## config.mk

```make
export PLATFORM = sky130hd
export DESIGN_NAME = l1_mem_arbiter
export DESIGN_NICKNAME = d
export VERILOG_FILES = /design/src/rtl/l1_mem_arb_pkg.sv /design/src/rtl/l1_mem_arbiter_rr_pick2.sv /design/src/rtl/l1_mem_arbiter.sv
export SDC_FILE = /design/constraint.sdc
export NUM_CORES = 1
export LEC_CHECK = 0
export ABC_AREA = 1
export ABC_CLOCK_PERIOD_IN_PS = 4100
export BUFFER_PORTS_ARGS = -buffer_cell sky130_fd_sc_hd__clkbuf_2
export CAP_MARGIN = 20
export CORE_AREA = 2 2 294 296
export CTS_BUF_LIST = sky130_fd_sc_hd__clkbuf_4
export DETAILED_ROUTE_END_ITERATION = 8
export DIE_AREA = 0 0 296 298
export SLEW_MARGIN = 20
export SYNTH_ARGS = -nofsm -noshare
export SYNTH_HDL_FRONTEND = slang
export SYNTH_HIERARCHICAL = 1
export SYNTH_SLANG_ARGS = --single-unit
```

## constraint.sdc

```tcl
create_clock -name clk -period 4.1 [get_ports clk]
set_input_delay 0.615 -clock clk [delete_from_list [all_inputs] [get_ports clk]]
set_output_delay 0.615 -clock clk [all_outputs]
set_load 0.02 [all_outputs]
```

## src/rtl/l1_mem_arb_pkg.sv

```systemverilog
// rtl/l1_mem_arb_pkg.sv - shared types and constants for the L1 refill arbiter
// Purpose: state and owner encodings, line geometry constants, line type.
// Ports: none (package).
package l1_mem_arb_pkg;

    localparam int LINE_W = 128;
    localparam int OFF_W  = 4;

    typedef logic [LINE_W-1:0] line_t;

    typedef enum logic [1:0] {
        IDLE    = 2'd0,
        ISSUE   = 2'd1,
        WAIT    = 2'd2,
        RESPOND = 2'd3
    } arb_state_t;

    typedef enum logic {
        ICACHE = 1'b0,
        DCACHE = 1'b1
    } owner_t;

endpackage

```

## src/rtl/l1_mem_arbiter_rr_pick2.sv

```systemverilog
// rtl/l1_mem_arbiter_rr_pick2.sv - two-way round-robin picker
// Purpose: combinational winner selection for a two-requester shared port.
// Ports:
//   req[1:0]    requests, bit 0 = ICACHE, bit 1 = DCACHE
//   last_owner  previous winner; loses a tie
//   grant       selected owner (meaningful only with grant_valid)
//   grant_valid at least one request present
module rr_pick2
    import l1_mem_arb_pkg::*;
(
    input  logic [1:0] req,
    input  owner_t     last_owner,
    output owner_t     grant,
    output logic       grant_valid
);

    always_comb begin
        grant       = ICACHE;
        grant_valid = |req;
        case (req)
            2'b01:   grant = ICACHE;
            2'b10:   grant = DCACHE;
            2'b11:   grant = (last_owner == ICACHE) ? DCACHE : ICACHE;
            default: grant = ICACHE;
        endcase
    end

endmodule

```

## src/rtl/l1_mem_arbiter.sv

```systemverilog
// rtl/l1_mem_arbiter.sv - shares one line-wide RAM port between icache and dcache
// Purpose: one transaction at a time, round-robin between the two requesters,
//          request latched on acceptance so requesters may drop their signals.
// Ports:
//   clk, RESET                      clock, synchronous active-high reset
//   ic_req_*  / ic_resp_*           icache line-read request / refill response
//   dc_req_*  / dc_resp_*           dcache allocate-read or writeback / response
//   mem_req_* / mem_resp_*          RAM controller request / response
//   busy                            transaction in progress
//   grant_dc                        current or most recent owner is dcache
module l1_mem_arbiter #(
    parameter int ADDR_W = 32,
    parameter int LINE_W = 128,
    parameter int OFF_W  = 4
) (
    input  logic              clk,
    input  logic              RESET,
    input  logic              ic_req_valid,
    input  logic [ADDR_W-1:0] ic_req_addr,
    output logic              ic_req_ready,
    output logic              ic_resp_valid,
    output logic [LINE_W-1:0] ic_resp_data,
    input  logic              dc_req_valid,
    input  logic [ADDR_W-1:0] dc_req_addr,
    input  logic              dc_req_rw,
    input  logic [LINE_W-1:0] dc_req_wdata,
    output logic              dc_req_ready,
    output logic              dc_resp_valid,
    output logic [LINE_W-1:0] dc_resp_data,
    output logic              mem_req_valid,
    output logic [ADDR_W-1:0] mem_req_addr,
    output logic              mem_req_rw,
    output logic [LINE_W-1:0] mem_req_wdata,
    input  logic              mem_req_ready,
    input  logic              mem_resp_valid,
    input  logic [LINE_W-1:0] mem_resp_data,
    output logic              busy,
    output logic              grant_dc
);

    import l1_mem_arb_pkg::*;

    localparam logic [ADDR_W-1:0] LINE_MASK = ~((ADDR_W)'((1 << OFF_W) - 1));

    arb_state_t        state;
    owner_t            last_owner;
    logic [ADDR_W-1:0] addr_q;
    logic              rw_q;
    logic [LINE_W-1:0] wdata_q;
    logic [LINE_W-1:0] rdata_q;

    owner_t            pick;
    logic              pick_valid;
    logic              accept;

    rr_pick2 u_pick (
        .req         ({dc_req_valid, ic_req_valid}),
        .last_owner  (last_owner),
        .grant       (pick),
        .grant_valid (pick_valid)
    );

    // Readies are gated by RESET so nothing is accepted in the reset cycle.
    assign accept       = (state == IDLE) && !RESET && pick_valid;
    assign ic_req_ready = accept && (pick == ICACHE);
    assign dc_req_ready = accept && (pick == DCACHE);

    always_ff @(posedge clk) begin
        if (RESET) begin
            state      <= IDLE;
            last_owner <= ICACHE;
            addr_q     <= '0;
            rw_q       <= 1'b0;
            wdata_q    <= '0;
            rdata_q    <= '0;
        end else begin
            case (state)
                IDLE: begin
                    if (accept) begin
                        last_owner <= pick;
                        if (pick == DCACHE) begin
                            addr_q  <= dc_req_addr & LINE_MASK;
                            rw_q    <= dc_req_rw;
                            wdata_q <= dc_req_wdata;
                        end else begin
                            addr_q  <= ic_req_addr & LINE_MASK;
                            rw_q    <= 1'b0;
                            wdata_q <= '0;
                        end
                        state <= ISSUE;
                    end
                end
                ISSUE: begin
                    if (mem_req_ready) begin
                        // A RAM that answers in the accept cycle skips WAIT.
                        if (mem_resp_valid) begin
                            rdata_q <= rw_q ? '0 : mem_resp_data;
                            state   <= RESPOND;
                        end else begin
                            state <= WAIT;
                        end
                    end
                end
                WAIT: begin
                    if (mem_resp_valid) begin
                        rdata_q <= rw_q ? '0 : mem_resp_data;
                        state   <= RESPOND;
                    end
                end
                RESPOND: state <= IDLE;
                default: state <= IDLE;
            endcase
        end
    end

    assign mem_req_valid = (state == ISSUE);
    assign mem_req_addr  = addr_q;
    assign mem_req_rw    = rw_q;
    assign mem_req_wdata = wdata_q;

    assign ic_resp_valid = (state == RESPOND) && (last_owner == ICACHE);
    assign dc_resp_valid = (state == RESPOND) && (last_owner == DCACHE);
    assign ic_resp_data  = rdata_q;
    assign dc_resp_data  = rdata_q;

    assign busy     = (state != IDLE);
    assign grant_dc = (last_owner == DCACHE);

endmodule

```

==> results of run 1 <==
[final cells by class]
cell class	instances	area [um2]	share of cell area
antenna	2	5.00	0.000248
clock buffer	126	946	0.0469
clock inverter	25	140	0.00695
inverter	14	57.6	0.00286
multi-input combinational	978	4460	0.221
sequential	288	5770	0.286
tap	1144	1430	0.0710
timing repair buffer	1100	7350	0.365
[power by group through the flow]
stage	clock network, W	logic [W]	registers (W)
finish	0.00281	0.00378	0.00349
global route	0.00307	0.00409	0.00353
CTS	0.00294	0.00377	0.00348
detailed placement	0	0.00345	0.00354
global placement	0	0.00344	0.00353
floorplan	0	0.00202	0.00391
[critical path, stage by stage, from the launching register on]
cell	delay (ps)
dfxtp_1	340
inv_1	150
ha_1	310
nand3_4	370
nor2_4	250
clkbuf_2	250
[sequential cells by signal, summed over array words and instances, names as in the netlist]
register,count
dc_resp_data,128
state,2
mem_req_wdata,128
mem_req_addr,28
grant_dc,1
mem_req_rw,1
[cell families (layout without fill, tap and decap cells)]
logic type,Yosys count,after routing,share of synthesized area
fa+ha+maj,5,5,0.00529
other cells,1,6,0.000317
simple gates,681,681,0.245
flops,288,288,0.488
compound gates,288,288,0.122
buf+inv,273,1265,0.139
[per-layer routing]
layer	global-route usage	vias to the layer above	part of all wire
met5	0	-	0
li1	-	6859	-
met2	0.203	708	0.48
met1	0.130	6582	0.39
met3	0.0381	116	0.089
met4	0.0683	0	0.044
[stage by stage]
stage          utilization  std cells  worst slack, ps  area, um2
4_1_cts              0.237       3675              733      20100
5_1_grt              0.237       3677              662      20200
3_5_place_dp         0.184       3182             1510      15600
3_3_place_gp         0.184       3182             1590      15600
6_report             0.237       3677              976      20200
2_1_floorplan            -       1539             2050      11800
[path summary, 6_finish.rpt]
path / start / end / slack, ps / cells after the start
setup reg to reg: grant_dc / mem_req_addr[8] / 1180 / 8
hold / removal: RESET / mem_req_wdata[115] / 190 / 2
hold reg to reg: mem_req_wdata[38] / mem_req_wdata[38] / 460 / 2
setup / recovery: state[0] / dc_req_ready / 980 / 5
[cell usage after synthesis]
library cell  count  share of area
dfxtp_1         288           0.49
inv_2             1        0.00032
nor2_1            9         0.0029
inv_1            12         0.0038
buf_4           132          0.084
a21oi_1         287           0.12
nor2_4            1        0.00095
or2_1             1        0.00053
buf_6            10         0.0095
buf_1             1        0.00032
nand2_1         541           0.17
nand4_1         128          0.068
nand3_4           1         0.0015
ha_1              5         0.0053
conb_1            1        0.00032
inv_4             1        0.00053
clkbuf_1         76          0.024
buf_2            40          0.017
a31o_2            1        0.00074
==> metrics.cfg, run 1 <==
[synthesis]
netlist_area_um2=11800
synth-seq-area-share=0.488
syn_inst=1536
ys_seq_elements=288
syn_avg_cell_area_um2=7.70
yosysWarnings=6
synth.distinct_cells=19

[critical_path]
crit_required_ps=3480
critical_path_arrival_ps=2510
worst_setup_path_start_kind=flip-flop
endpoint_kind=output port
path_class=flip-flop to output port
crit_fanout=31

[route]
first_pass_iters=5
vias=14300
drc=0
wl_per_cell_um=15.1
drt-total-wl_um=55700
via_per_inst=3.88
drt_iter0_markers=733
final_antenna_net_count=0

[timing]
worstMarginPinSlew_ps=977
finClkSkew_ps=55.4
fin_crit_ps=3120
fmax_mhz=320
final.setup.tns_ps=0
rsz0062_at_grt=false
finalSetupViolCount=0
fin_hold_ws_ps=187
slew_headroom=0.349
hold_viol=0
slew_violations=0
fin_crit_sh=0.762

[clock_tree]
htree_levels=3
cts_setup_buffers=0
cts_tree=yes
clk_latency_ps=830
clock_tree.root_cell=clkbuf_4
cts_buffer_depth=3
clock-sinks=288
clk_pin_slew_ps=80
cts_buffers=82
cts_hold_buf=342
cts_resized=0

[global_routing]
grt_max_degree=159
antenna_found_initial=5
grt_usage=0.119
grt_pass1_wl_um=81100
gr-total-overflow=0
grt_pass1_vias=14100

[floorplan]
fp-row-count=107
core_area_um2=84900
ios=751
die-height_um=298
start_util=0.139
die_w_um=296
fp.dieArea_um2=88200

[cells_and_area]
mostFrequentLayoutCells=737 x clkbuf_2, 537 x nand2_1, 342 x dlygate4sd3_1, 288 x dfxtp_1, 286 x a21oi_1
final_common_cell=clkbuf_2
nets=2796
fill_cells=9353
drive_gt1_frac=0.357
syn_to_final_growth_pct=70.4

[power_and_ir_drop]
pwr_density_cell_nw_per_um2=500
p_sw_w=0.00418
cellLeakagePower_nw=9.06
seq_power_share=0.346
p_sw_frac=0.415
p_clk_frac=0.279
finalPower_w=0.0101
intPower_w=0.00590
peakVddDrop_v=0.000350
share_comb_of_total_power=0.375

[min_path]
hp-class=input port to flip-flop

[placement]
hpwl_um=37700
port_buffers=738
place.gp.congestion=0.892

[run_status]
outcome=completed

[job]
drv_cap=0

Note: power is estimated with default switching activity, not from simulation.
==> inputs of run 2 (changes only) <==
Settings changed: ABC_CLOCK_PERIOD_IN_PS 4100 to 3280.
Clock period 4.1 ns to 3.28 ns, I/O delays scaled along.
==> run 2 against run 1 <==
Wire length shrank 2.1%. Sequential power grew 25%. Critical path depth is 1 higher. Register-to-register slack got worse by 460 ps. Clock power rose by 28%. Final cell count down 0.73%. Setup slack lost 620 ps. Clock skew shrank 24 ps. Combinational power rose by 24%. Worst hold slack improved by 73 ps. First-iteration DRC count decreased by 9.3%. Largest power group unchanged.
==> metrics.cfg, run 2 (synthesized netlist as in run 1, its figures left out) <==
[run_status]
outcome=completed

[route]
drc=0  ; unchanged
wl_per_cell_um=14.9  ; -1.4%
drt-total-wl_um=54500  ; -2.1%
via_per_inst=3.86  ; -0.45%
drt_iter0_markers=665  ; -9.3%
vias=14100  ; -1.2%
first_pass_iters=5  ; unchanged
final_antenna_net_count=0  ; unchanged

[placement]
dpl_cell_area_um2=15700  ; +0.38%
place.gp.congestion=0.862  ; -3.3%
port_buffers=738  ; unchanged
hpwl_um=37700  ; about the same

[floorplan]
die-height_um=298  ; unchanged
fp-row-count=107  ; unchanged
ios=751  ; unchanged
die_w_um=296  ; unchanged
core_area_um2=84900  ; unchanged
start_util=0.139  ; unchanged
fp.dieArea_um2=88200  ; unchanged

[cells_and_area]
drive_gt1_frac=0.364  ; +0.00733
final_common_cell=clkbuf_2
nets=2776  ; -0.72%
syn_to_final_growth_pct=68.8
mostFrequentLayoutCells=737 x clkbuf_2, 537 x nand2_1, 315 x dlygate4sd3_1, 288 x dfxtp_1, 286 x a21oi_1
final_cell_area_um2=20000  ; -0.94%

[clock_tree]
cts_setup_buffers=0  ; unchanged
clock-sinks=288  ; unchanged
cts_tree=yes
clock_tree.root_cell=clkbuf_4
clk_latency_ps=830  ; about the same
cts_buffers=86  ; +4.9%
htree_levels=3  ; unchanged
clk_pin_slew_ps=60  ; -20 ps
cts_buffer_depth=3  ; unchanged

[min_path]
hp-class=input port to flip-flop
holdPathStages=5  ; +3
hold_start=mem_req_ready
min_to=dc_resp_data[10]

[critical_path]
worst_setup_path_start_kind=flip-flop
regToRegSetupSlack_ps=720  ; -460 ps
critical_path_arrival_ps=2430  ; -80 ps
crit_required_ps=2790  ; -690 ps
endpoint_kind=output port
ff2ff_path_depth=7  ; -1
crit_fanout=18  ; -42%
r2r-end=mem_req_wdata[86]
regToRegStartpoint=grant_dc
path_class=flip-flop to output port

[global_routing]
antenna_found_initial=7  ; +2
grt_max_degree=164  ; +3.1%
grt_pass1_vias=13800  ; -2.1%
grt_usage=0.117  ; -0.00214
grt_pass1_wl_um=79000  ; -2.6%
gr-total-overflow=0  ; unchanged

[timing]
finClkSkew_ps=31.3  ; -24.1 ps
hold_viol=0  ; unchanged
fin_crit_sh=0.891
rsz0062_at_grt=false
fin_crit_ps=2920
finalSetupViolCount=0  ; unchanged
fmax_mhz=342
slew_headroom=0.289  ; -0.0595
worstMarginPinSlew_ps=1070  ; +89.2 ps
slew_violations=0  ; unchanged
final.setup.tns_ps=0  ; unchanged

[power_and_ir_drop]
peakVddDrop_v=0.000354  ; +1.3%
cellLeakagePower_nw=8.93  ; -1.4%
pwr_density_cell_nw_per_um2=634  ; +27%

[job]
drv_cap=0  ; unchanged

-- run 2: cell types whose count changed in the layout (fill, tap and decap cells not counted), sizes merged --
| cell | change |
|---|---|
| buf | +3 |
| clkinvlp | -2 |
| clkbuf | +3 |
| bufinv | +1 |
| dlygate4sd3 | -27 |
| clkinv | -7 |
| diode | +2 |
-- run 2: worst max-delay path by stage --
stage / startpoint / endpoint / slack [ps] / cells after the start
final: state[0] / ic_req_ready / 360 / 6
after global routing: state[0] / ic_req_ready / 60 / 6
after global placement: dc_req_valid / mem_req_wdata[88] / 850 / 8
after floorplan: dc_req_valid / ic_req_ready / 1480 / 4
after detailed placement: dc_req_valid / mem_req_wdata[88] / 820 / 8
after CTS: state[0] / ic_req_ready / 7 / 6
-- run 2: routing by layer --
| metal | global-route usage | share of wire | up-vias |
|---|---|---|---|
| met5 | 0 | 0 | - |
| met4 | 0.0835 | 0.060 | 0 |
| met3 | 0.0354 | 0.085 | 135 |
| met2 | 0.192 | 0.46 | 740 |
| met1 | 0.128 | 0.39 | 6416 |
| li1 | - | - | 6806 |
-- run 2: final cells by class --
type                    count  area [um2]
fillers                  9320       64900
repair buffers           1076        7140
flip-flops and latches    288        5770
multi-input cells         978        4460
well taps                1144        1430
clock buffers             129         968
clock inverters            17         130
inverters                  14        57.6
diodes                      4        10.0
-- run 2: worst max-delay path, stage by stage, from the launching register on --
cell and delay, ps:
dfxtp_1 340, inv_1 150, ha_2 320, nand3_4 220, buf_4 270, nor2_1 110
clkbuf_2 180
-- run 2: metrics by stage --
stage	std cells	setup slack [ps]	util	hold slack, ps	power [W]
6_report	3650	359	0.235	260	0.0127
3_5_place_dp	3185	818	0.185	455	0.00879
4_1_cts	3646	6.58	0.235	70.6	0.0129
2_1_floorplan	1539	1480	-	498	0.00742
3_3_place_gp	3185	853	0.185	451	0.00876
5_1_grt	3650	58.7	0.235	132	0.0135
-- run 2: what timing repair did --
action	CTS	global route
gates resized for setup	0	1
hold endpoints to repair	288	0
hold buffers	315	0
setup endpoints to repair	0	1
-- run 2: power breakdown --
part | internal, W | switching [W] | leakage (nW)
clock network | 0.00194 | 0.00166 | 0.658
logic | 0.00154 | 0.00315 | 5.93
registers | 0.00398 | 0.000392 | 2.34
